**config.mk**
```make
export PLATFORM = sky130hd
export DESIGN_NAME = step_sequencer
export DESIGN_NICKNAME = d
export VERILOG_FILES = /design/src/rtl/step_seq_pkg.sv /design/src/rtl/step_counter.sv /design/src/rtl/step_sequencer.sv
export SDC_FILE = /design/constraint.sdc
export NUM_CORES = 1
export LEC_CHECK = 0
export CORE_AREA = 2 2 39 41
export DETAILED_ROUTE_END_ITERATION = 12
export DIE_AREA = 0 0 41 43
export PLACE_DENSITY = 0.56
export SLEW_MARGIN = 20
export SYNTH_ARGS = -nofsm -noshare
export SYNTH_HDL_FRONTEND = slang
export SYNTH_HIERARCHICAL = 1
export SYNTH_SLANG_ARGS = --single-unit
```
**constraint.sdc**
```tcl
create_clock -name i_clk -period 2.1 [get_ports i_clk]
set_input_delay 0.63 -clock i_clk [delete_from_list [all_inputs] [get_ports i_clk]]
set_output_delay 0.63 -clock i_clk [all_outputs]
set_load 0.02 [all_outputs]
```
**src/rtl/step_seq_pkg.sv**
```systemverilog
// Shared definitions for the step sequencer: run/halt state encodings.
package step_seq_pkg;

  typedef enum logic [1:0] {
    ST_IDLE = 2'd0,
    ST_RUN  = 2'd1,
    ST_HALT = 2'd2
  } state_t;

  // True for the three encodings the FSM can legally occupy.
  function automatic logic state_is_legal(input state_t s);
    logic ok;
    case (s)
      ST_IDLE: ok = 1'b1;
      ST_RUN:  ok = 1'b1;
      ST_HALT: ok = 1'b1;
      default: ok = 1'b0;
    endcase
    return ok;
  endfunction

endpackage

```
**src/rtl/step_counter.sv**
```systemverilog
// BITS-wide step register: async reset, sync clear, load, increment, hold.
// Control priority is clear > load > increment; with none asserted it holds.
// The increment wraps naturally at 2**BITS-1 -> 0.
module step_counter #(
  parameter int BITS = 2
) (
  input  logic            i_clk,
  input  logic            i_rst_n,
  input  logic            i_clr,
  input  logic            i_load,
  input  logic [BITS-1:0] i_load_val,
  input  logic            i_inc,
  output logic [BITS-1:0] o_q
);

  logic [BITS-1:0] r_q;

  // Step register update with clear/load/increment priority.
  always_ff @(posedge i_clk or negedge i_rst_n) begin
    if (!i_rst_n) begin
      r_q <= {BITS{1'b0}};
    end else if (i_clr) begin
      r_q <= {BITS{1'b0}};
    end else if (i_load) begin
      r_q <= i_load_val;
    end else if (i_inc) begin
      r_q <= r_q + BITS'(1'b1);
    end else begin
      r_q <= r_q;
    end
  end

  assign o_q = r_q;

endmodule

```
**src/rtl/step_sequencer.sv**
```systemverilog
// Timing-step generator for the CPU control unit.
// Optional feature macro: STEP_SEQ_LOAD_EN adds i_load_en/i_load_val for
// microcode jumps; without it the load branch and ports are absent.
// All outputs come straight from flops; no input reaches an output
// combinationally.
module step_sequencer
  import step_seq_pkg::*;
#(
  parameter int BITS = 2,
  parameter int LAST = (1 << BITS) - 1
) (
  input  logic            i_clk,
  input  logic            i_rst_n,
  input  logic            i_start,
  input  logic            i_halt,
  input  logic            i_stall,
  input  logic            i_step_clr,
`ifdef STEP_SEQ_LOAD_EN
  input  logic            i_load_en,
  input  logic [BITS-1:0] i_load_val,
`endif
  output logic [BITS-1:0] o_step,
  output logic            o_running,
  output logic            o_halted,
  output logic            o_instr_done
);

  localparam logic [BITS-1:0] LAST_STEP = BITS'(LAST);

  state_t          r_state;
  state_t          w_state_nxt;
  logic            w_cnt_clr;
  logic            w_cnt_load;
  logic            w_cnt_inc;
  logic            w_done_nxt;
  logic            w_load_req;
  logic [BITS-1:0] w_load_val;
  logic [BITS-1:0] w_step;
  logic            r_running;
  logic            r_halted;
  logic            r_instr_done;

`ifdef STEP_SEQ_LOAD_EN
  assign w_load_req = i_load_en;
  assign w_load_val = i_load_val;
`else
  assign w_load_req = 1'b0;
  assign w_load_val = {BITS{1'b0}};
`endif

  // State register plus registered status flags derived from the next state.
  always_ff @(posedge i_clk or negedge i_rst_n) begin
    if (!i_rst_n) begin
      r_state      <= ST_IDLE;
      r_running    <= 1'b0;
      r_halted     <= 1'b0;
      r_instr_done <= 1'b0;
    end else begin
      r_state      <= w_state_nxt;
      r_running    <= (w_state_nxt == ST_RUN);
      r_halted     <= (w_state_nxt == ST_HALT);
      r_instr_done <= w_done_nxt;
    end
  end

  // Next-state and counter control; halt beats stall beats load beats wrap.
  always_comb begin
    w_state_nxt = r_state;
    w_cnt_clr   = 1'b0;
    w_cnt_load  = 1'b0;
    w_cnt_inc   = 1'b0;
    w_done_nxt  = 1'b0;
    case (r_state)
      ST_IDLE: begin
        // Step is pinned to 0 while idle.
        w_cnt_clr = 1'b1;
        if (i_halt) begin
          w_state_nxt = ST_HALT;
        end else if (i_start) begin
          w_state_nxt = ST_RUN;
        end else begin
          w_state_nxt = ST_IDLE;
        end
      end
      ST_RUN: begin
        if (i_halt) begin
          w_state_nxt = ST_HALT;
        end else if (i_stall) begin
          w_state_nxt = ST_RUN;
        end else if (w_load_req) begin
          // A jump is not an instruction boundary: no done pulse.
          w_cnt_load = 1'b1;
        end else if (i_step_clr || (w_step == LAST_STEP)) begin
          w_cnt_clr  = 1'b1;
          w_done_nxt = 1'b1;
        end else begin
          w_cnt_inc = 1'b1;
        end
      end
      ST_HALT: begin
        // Resume from the frozen step; a simultaneous halt keeps us here.
        if (i_start && !i_halt) begin
          w_state_nxt = ST_RUN;
        end else begin
          w_state_nxt = ST_HALT;
        end
      end
      default: begin
        // Recover from an illegal encoding by returning to a clean idle.
        w_state_nxt = ST_IDLE;
        w_cnt_clr   = 1'b1;
      end
    endcase
    if (!state_is_legal(r_state)) begin
      w_state_nxt = ST_IDLE;
    end else begin
      w_state_nxt = w_state_nxt;
    end
  end

  step_counter #(
    .BITS(BITS)
  ) u_step_counter (
    .i_clk      (i_clk),
    .i_rst_n    (i_rst_n),
    .i_clr      (w_cnt_clr),
    .i_load     (w_cnt_load),
    .i_load_val (w_load_val),
    .i_inc      (w_cnt_inc),
    .o_q        (w_step)
  );

  assign o_step       = w_step;
  assign o_running    = r_running;
  assign o_halted     = r_halted;
  assign o_instr_done = r_instr_done;

endmodule

```
==> results of run 1 <==
kinds of logic after synthesis:
kind of cell | count (synthesis) | synth area share
AOI/OAI and AO/OA | 9 | 0.232
buffers and inverters | 2 | 0.0221
DFF | 7 | 0.515
xor gates and xnor gates | 2 | 0.0515
other | 1 | 0.0110
and+or+nand+nor | 7 | 0.169
per-layer routing:
layer / global-route usage / vias to the layer above / part of all wire
li1: - / 147 / -
met1: 0.114 / 127 / 0.46
met2: 0.116 / 8 / 0.47
met3: 0.0314 / 2 / 0.061
met4: 0.100 / 0 / 0.013
met5: 0 / - / 0
path summary, 6_finish.rpt:
kind	start	end	slack (ps)	cells after the start
max reg2reg	u_step_counter/o_q[0]$_DFFE_PN0P_	u_step_counter/o_q[1]$_DFFE_PN0P_	530	5
max	u_step_counter/o_q[0]$_DFFE_PN0P_	o_step[0]	190	1
min reg2reg	r_state[1]$_DFF_PN0_	r_state[1]$_DFF_PN0_	540	1
min	r_state[1]$_DFF_PN0_	r_state[1]$_DFF_PN0_	540	1
max in group asynchronous	i_rst_n	r_state[1]$_DFF_PN0_	1200	1
min in group asynchronous	i_rst_n	o_instr_done$_DFF_PN0_	650	1
state kept, by name, indices dropped and copies added, names as in the netlist:
name / count
o_halted: 1
o_instr_done: 1
o_running: 1
r_state: 2
u_step_counter/o_q: 2
metrics by stage:
step	std cells	setup slack, ps	cell area [sq um]	total power [mW]
final	69	190	547	0.375
after global routing	69	82.1	547	0.402
after CTS	69	170	547	0.384
after detailed placement	65	-78.2	520	0.255
after global placement	65	-41.7	520	0.255
after floorplan	34	261	363	0.209
final cells by class:
cell class,instances,area (sq um)
Clock buffer,4,26.3
Fill cell,149,837
Inverter,2,7.51
Multi-Input combinational cell,25,180
Sequential cell,7,175
Tap cell,16,20.0
Timing Repair Buffer,15,138
cells in the final DEF (no fill, tap or decap), drive strengths merged:
master and instances:
xnor2 1, clkdlybuf4s50 10, a21oi 3, nand2b 2
a211oi 2, dfrtp 7, inv 2, xor2 1
o41ai 1, a2111oi 1, conb 7, clkbuf 4
and4b 1, a2bb2oi 2, buf 5, nor2b 2
nor4 1, nor4b 1
power groups by stage:
stage | Clock (mW) | Sequential (mW) | Combinational, mW
finish | 0.123 | 0.162 | 0.0904
detailed placement | 0 | 0.164 | 0.0910
global route | 0.140 | 0.163 | 0.0995
global placement | 0 | 0.164 | 0.0912
CTS | 0.130 | 0.162 | 0.0916
floorplan | 0 | 0.174 | 0.0346
==> flow_summary_export.csv, run 1 <==
group,metric,value,unit
clock_network,clock_latency,250,ps
sta,hold_ws,541,ps
synthesis,ys_types,16,
sta,drv_slew,0,
die,rows,14,
clock_network,cts-root-buf,"clkbuf_4",
pwr,ir_worst_vdd,0.000276,V
sta,fin_tns_setup,0,ps
detailed_routing,vias_per_cell,4.12,
critical_path,start_kind,"flip-flop",
placement,place.gp.congestion,0.689,
die,core_region_area,1380,sq um
detailed_routing,drt-wirelength-per-cell,9.91,um
die,die_y,43,um
pwr,pwr-share-seq,0.432,
clock_network,cts_buffer_depth,2,
die,die_area,1760,sq um
sta,final.setup_skew,0.555,ps
sta,timing.final.crit_share,0.909,
pwr,power.switching,0.104,mW
synthesis,ys_top_cells_by_area,"dfrtp_1 (51%), a2bb2oi_1 (5.1%), o41ai_2 (4.8%), a21oi_1 (4.4%), a2111oi_2 (4.4%)",
synthesis,async_flop_share,1.00,
die,initial_core_util,0.246,
layout,utilization,0.395,
placement,io_buffers,10,
die,die_x,41,um
synthesis,synth_top_area_share,0.515,
global_route,grt_pass1_vias,255,
detailed_routing,drt_iter0_drc,3,
layout,layout-drive-gt1-share,0.208,
global_route,grt_max_degree,8,
sta,rsz0062_at_grt,"no",
synthesis,synth_seq_cells,7,
pwr,combPwrFrac,0.241,
layout,area_delta_synth_final,60.7,%
critical_path,cpPeakStageDelay,630,ps
synthesis,synth_edf_count,0,
synthesis,avgSynthCellArea,12.2,sq um
synthesis,syn_inst,28,
synthesis,synth_commonest_cells,"dfrtp_1 (7), a21oi_1 (3)",
critical_path,worst-path-buf-inv,1,
critical_path,crit_family,"buffers and inverters",
synthesis,synth_flop_cell,"dfrtp_1",
clock_network,cts_hold_buf,0,
critical_path,cpMaxStageDelayCell,"clkdlybuf4s50_1",
sta,hold_violations,0,
detailed_routing,drc,0,
global_route,grt_antenna_before_repair,0,
global_route,grt_usage,0.0938,
synthesis,ys_warn_count,6,
job,cap_violations,0,
synthesis,ys_seq_area_frac,0.515,
critical_path,crit_path_end_kind,"output pin",
sta,finalSetupViolCount,0,
pwr,p_per_area,686,nW/um^2
clock_network,cts_made_buffers,3,
clock_network,path_clk_slew,50,ps
pwr,internal_power,0.271,mW
clock_network,cts-htree-levels,1,
synthesis,synth_most_common_cell,"dfrtp_1",
synthesis,netlist_area,340,sq um
sta,layout_min_cycle_time,1910,ps
detailed_routing,wirelength,684,um
sta,timing.fmax,0.524,GHz
critical_path,cp.arrival,1280,ps
detailed_routing,dr.pass1.iters,3,
status,status,"finished, final reports clean",
detailed_routing,drtAntennaViolNets,0,
layout,layout.nets,60,
detailed_routing,dr_total_vias,284,
pwr,swShare,0.276,
worst_hold_path,hold_class,"flip-flop to flip-flop",
critical_path,path_class,"flip-flop to output pin",
clock_network,cts_tree,"built",
pwr,p_leak,0.240,nW
synthesis,synth_top_cell_by_area,"dfrtp_1",
critical_path,cp_max_fo,5,
clock_network,cts.sinks,7,
layout,antenna_cells,0,
global_route,gr-total-overflow,0,
critical_path,worstPathRequired,1470,ps
global_route,grt_pass1_wl,1.03,mm
critical_path,crit_chain,"clkdlybuf4s50_1",
clock_network,cts_setup_buffers,0,
clock_network,cts_resized,0,
die,pin_count,11,
pwr,clkPwrFrac,0.327,
No activity file was read; power rests on OpenSTA's default activity.
==> run 2, diff against run 1 <==
--- a/config.mk
+++ b/config.mk
@@ -5,10 +5,12 @@
 export SDC_FILE = /design/constraint.sdc
 export NUM_CORES = 1
 export LEC_CHECK = 0
+export ABC_AREA = 1
 export CORE_AREA = 2 2 39 41
 export DETAILED_ROUTE_END_ITERATION = 12
 export DIE_AREA = 0 0 41 43
-export PLACE_DENSITY = 0.56
+export DONT_BUFFER_PORTS = 1
+export PLACE_DENSITY = 0.48
 export SLEW_MARGIN = 20
 export SYNTH_ARGS = -nofsm -noshare
 export SYNTH_HDL_FRONTEND = slang
==> run 2 against run 1 <==
Against the previous run:
- maximum frequency rose by 39%
- die area unchanged
- register-to-register slack improved by 270 ps
- clock skew rose by 1.1 ps
- core utilization down 8.7 points
- critical path depth is 1 lower
- synthesized area rose by 6.3%
- flip-flop and latch count stayed put
- cell count rose by 7.2%
- critical endpoint is now o_step[1]
==> flow_summary_export.csv, run 2 <==
group,metric,value,unit
status,status,"finished, final reports clean",
clock_network,clock_latency,250,ps
pwr,ir_worst_vdd,0.000353,V
clock_network,cts_setup_buffers,0,
synthesis,ys_seq_area_frac,0.484,
synthesis,synth_top_cell_by_area,"dfrtp_1",
layout,antenna_cells,0,
clock_network,cts.sinks,7,
synthesis,ys_top_cells_by_area,"dfrtp_1 (48%), nand2_1 (15%), inv_1 (11%), nand3_1 (5.5%), o31ai_1 (4.2%)",
clock_network,cts_buffer_depth,2,
critical_path,path_class,"flip-flop to output pin",
pwr,pwr-share-seq,0.507,
detailed_routing,vias_per_cell,4.30,
pwr,power.switching,0.132,mW
critical_path,crit_path_end_kind,"output pin",
synthesis,synth_edf_count,0,
clock_network,cts_made_buffers,3,
synthesis,async_flop_share,1.00,
clock_network,cts_tree,"built",
pwr,swShare,0.338,
critical_path,startpoint,"u_step_counter/o_q[1]$_DFFE_PN0P_",
synthesis,synth_flop_cell,"dfrtp_1",
placement,place.gp.congestion,0.638,
pwr,clkPwrFrac,0.312,
sta,rsz0062_at_grt,"no",
pwr,internal_power,0.258,mW
clock_network,path_clk_slew,50,ps
synthesis,netlist_area,362,sq um
detailed_routing,drt-wirelength-per-cell,8.88,um
global_route,gr-total-overflow,0,
synthesis,synth_seq_cells,7,
layout,area_delta_synth_final,18.0,%
pwr,power,0.390,mW
synthesis,synth_most_common_cell,"nand2_1",
die,die_x,41,um
global_route,grt_pass1_vias,264,
synthesis,syn_inst,49,
die,core_region_area,1380,sq um
placement,place_inst,70,
placement,dp_hpwl,507,um
critical_path,worstPathRequired,1470,ps
sta,final.setup_skew,1.66,ps
detailed_routing,wirelength,657,um
sta,fin_tns_setup,0,ps
layout,final_common_cell,"nand2_1",
layout,final_cell_mix,"nand2_1 (14), inv_1 (11), dfrtp_1 (7)",
sta,timing.final.crit_share,0.656,
layout,fin_cells,74,
synthesis,ys_types,13,
die,die_y,43,um
global_route,grt_pass1_wl,1.09,mm
global_route,grt_usage,0.0973,
global_route,grt_max_degree,8,
die,pin_count,11,
pwr,combPwrFrac,0.182,
sta,hold_ws,72.7,ps
sta,layout_min_cycle_time,1380,ps
sta,drv_slew,0,
critical_path,cp.arrival,750,ps
synthesis,avgSynthCellArea,7.38,sq um
sta,finalSetupViolCount,0,
clock_network,cts-htree-levels,1,
die,initial_core_util,0.261,
clock_network,cts-root-buf,"clkbuf_4",
critical_path,start_kind,"flip-flop",
sta,timing.fmax,0.726,GHz
die,rows,14,
layout,layout.nets,65,
critical_path,cp_max_fo,4,
detailed_routing,drtAntennaViolNets,0,
critical_path,reg2reg_from,"u_step_counter/o_q[0]$_DFFE_PN0P_",
layout,fin_area,427,sq um
clock_network,cts_resized,0,
synthesis,ys_warn_count,6,
sta,hold_violations,0,
placement,io_buffers,0,
layout,layout-drive-gt1-share,0.0862,
pwr,p_leak,0.239,nW
detailed_routing,dr.pass1.iters,4,
placement,placed_area,400,sq um
detailed_routing,dr_total_vias,318,
pwr,p_per_area,914,nW/um^2
detailed_routing,drc,0,
worst_hold_path,hold_class,"primary input to asynchronous set/reset pin",
synthesis,synth_top_area_share,0.484,
die,die_area,1760,sq um
detailed_routing,drt_iter0_drc,4,
synthesis,synth_commonest_cells,"nand2_1 (14), inv_1 (11), dfrtp_1 (7)",
clock_network,cts_hold_buf,0,
job,cap_violations,0,
global_route,grt_antenna_before_repair,0,
-- run 2: cell types whose count changed after synthesis, moves of 2 or more --
cell | before | now
a2bb2oi_1 | 2 | 0
nand2_1 | 0 | 14
nor2_1 | 0 | 3
o31ai_1 | 0 | 2
nor2b_1 | 2 | 0
nand3_1 | 0 | 4
inv_1 | 2 | 11
a211oi_1 | 2 | 0
-- run 2: worst paths after layout --
| check | to | slack [ps] | cells past startpoint |
|---|---|---|---|
| min in group i_clk | r_state[0]$_DFF_PN0_ | 470 | 1 |
| max reg2reg | u_step_counter/o_q[1]$_DFFE_PN0P_ | 800 | 10 |
| max | o_step[1] | 720 | 0 |
| min | r_state[1]$_DFF_PN0_ | 70 | 0 |
| max in group asynchronous | u_step_counter/o_q[1]$_DFFE_PN0P_ | 1960 | 0 |
| min reg2reg | r_state[0]$_DFF_PN0_ | 540 | 1 |
-- run 2: kinds of logic after synthesis --
family / share of synthesized area
and+or+nand+nor: 0.308
other: 0.0104
buffers and inverters: 0.114
AOI/OAI and AO/OA: 0.0830
DFF: 0.484
-- run 2: power groups by stage --
stage	Clock [mW]	Sequential, mW	Combinational, mW
5_1_grt	0.139	0.202	0.0833
4_1_cts	0.130	0.198	0.0715
3_5_place_dp	0	0.201	0.0709
3_3_place_gp	0	0.199	0.0706
2_1_floorplan	0	0.194	0.0618
6_report	0.121	0.198	0.0709
-- run 2: layer usage --
metal	track usage	routed length, um	up-vias
li1	-	-	163
met1	0.136	321	142
met5	0	0	-
met2	0.103	265	11
met3	0.0838	66	2
met4	0.0400	4	0
-- run 2: area by class of cell --
class                           count  area (sq um)
Sequential cell                     7           175
Clock buffer                        4          26.3
Multi-Input combinational cell     36           164
Inverter                           11          41.3
Fill cell                         156           957
Tap cell                           16          20.0
-- run 2: per-stage QoR --
step,util,setup WS [ps]
after CTS,0.308,703
after global placement,0.289,730
after detailed placement,0.289,721
final,0.308,723
after global routing,0.308,675
after floorplan,-,802
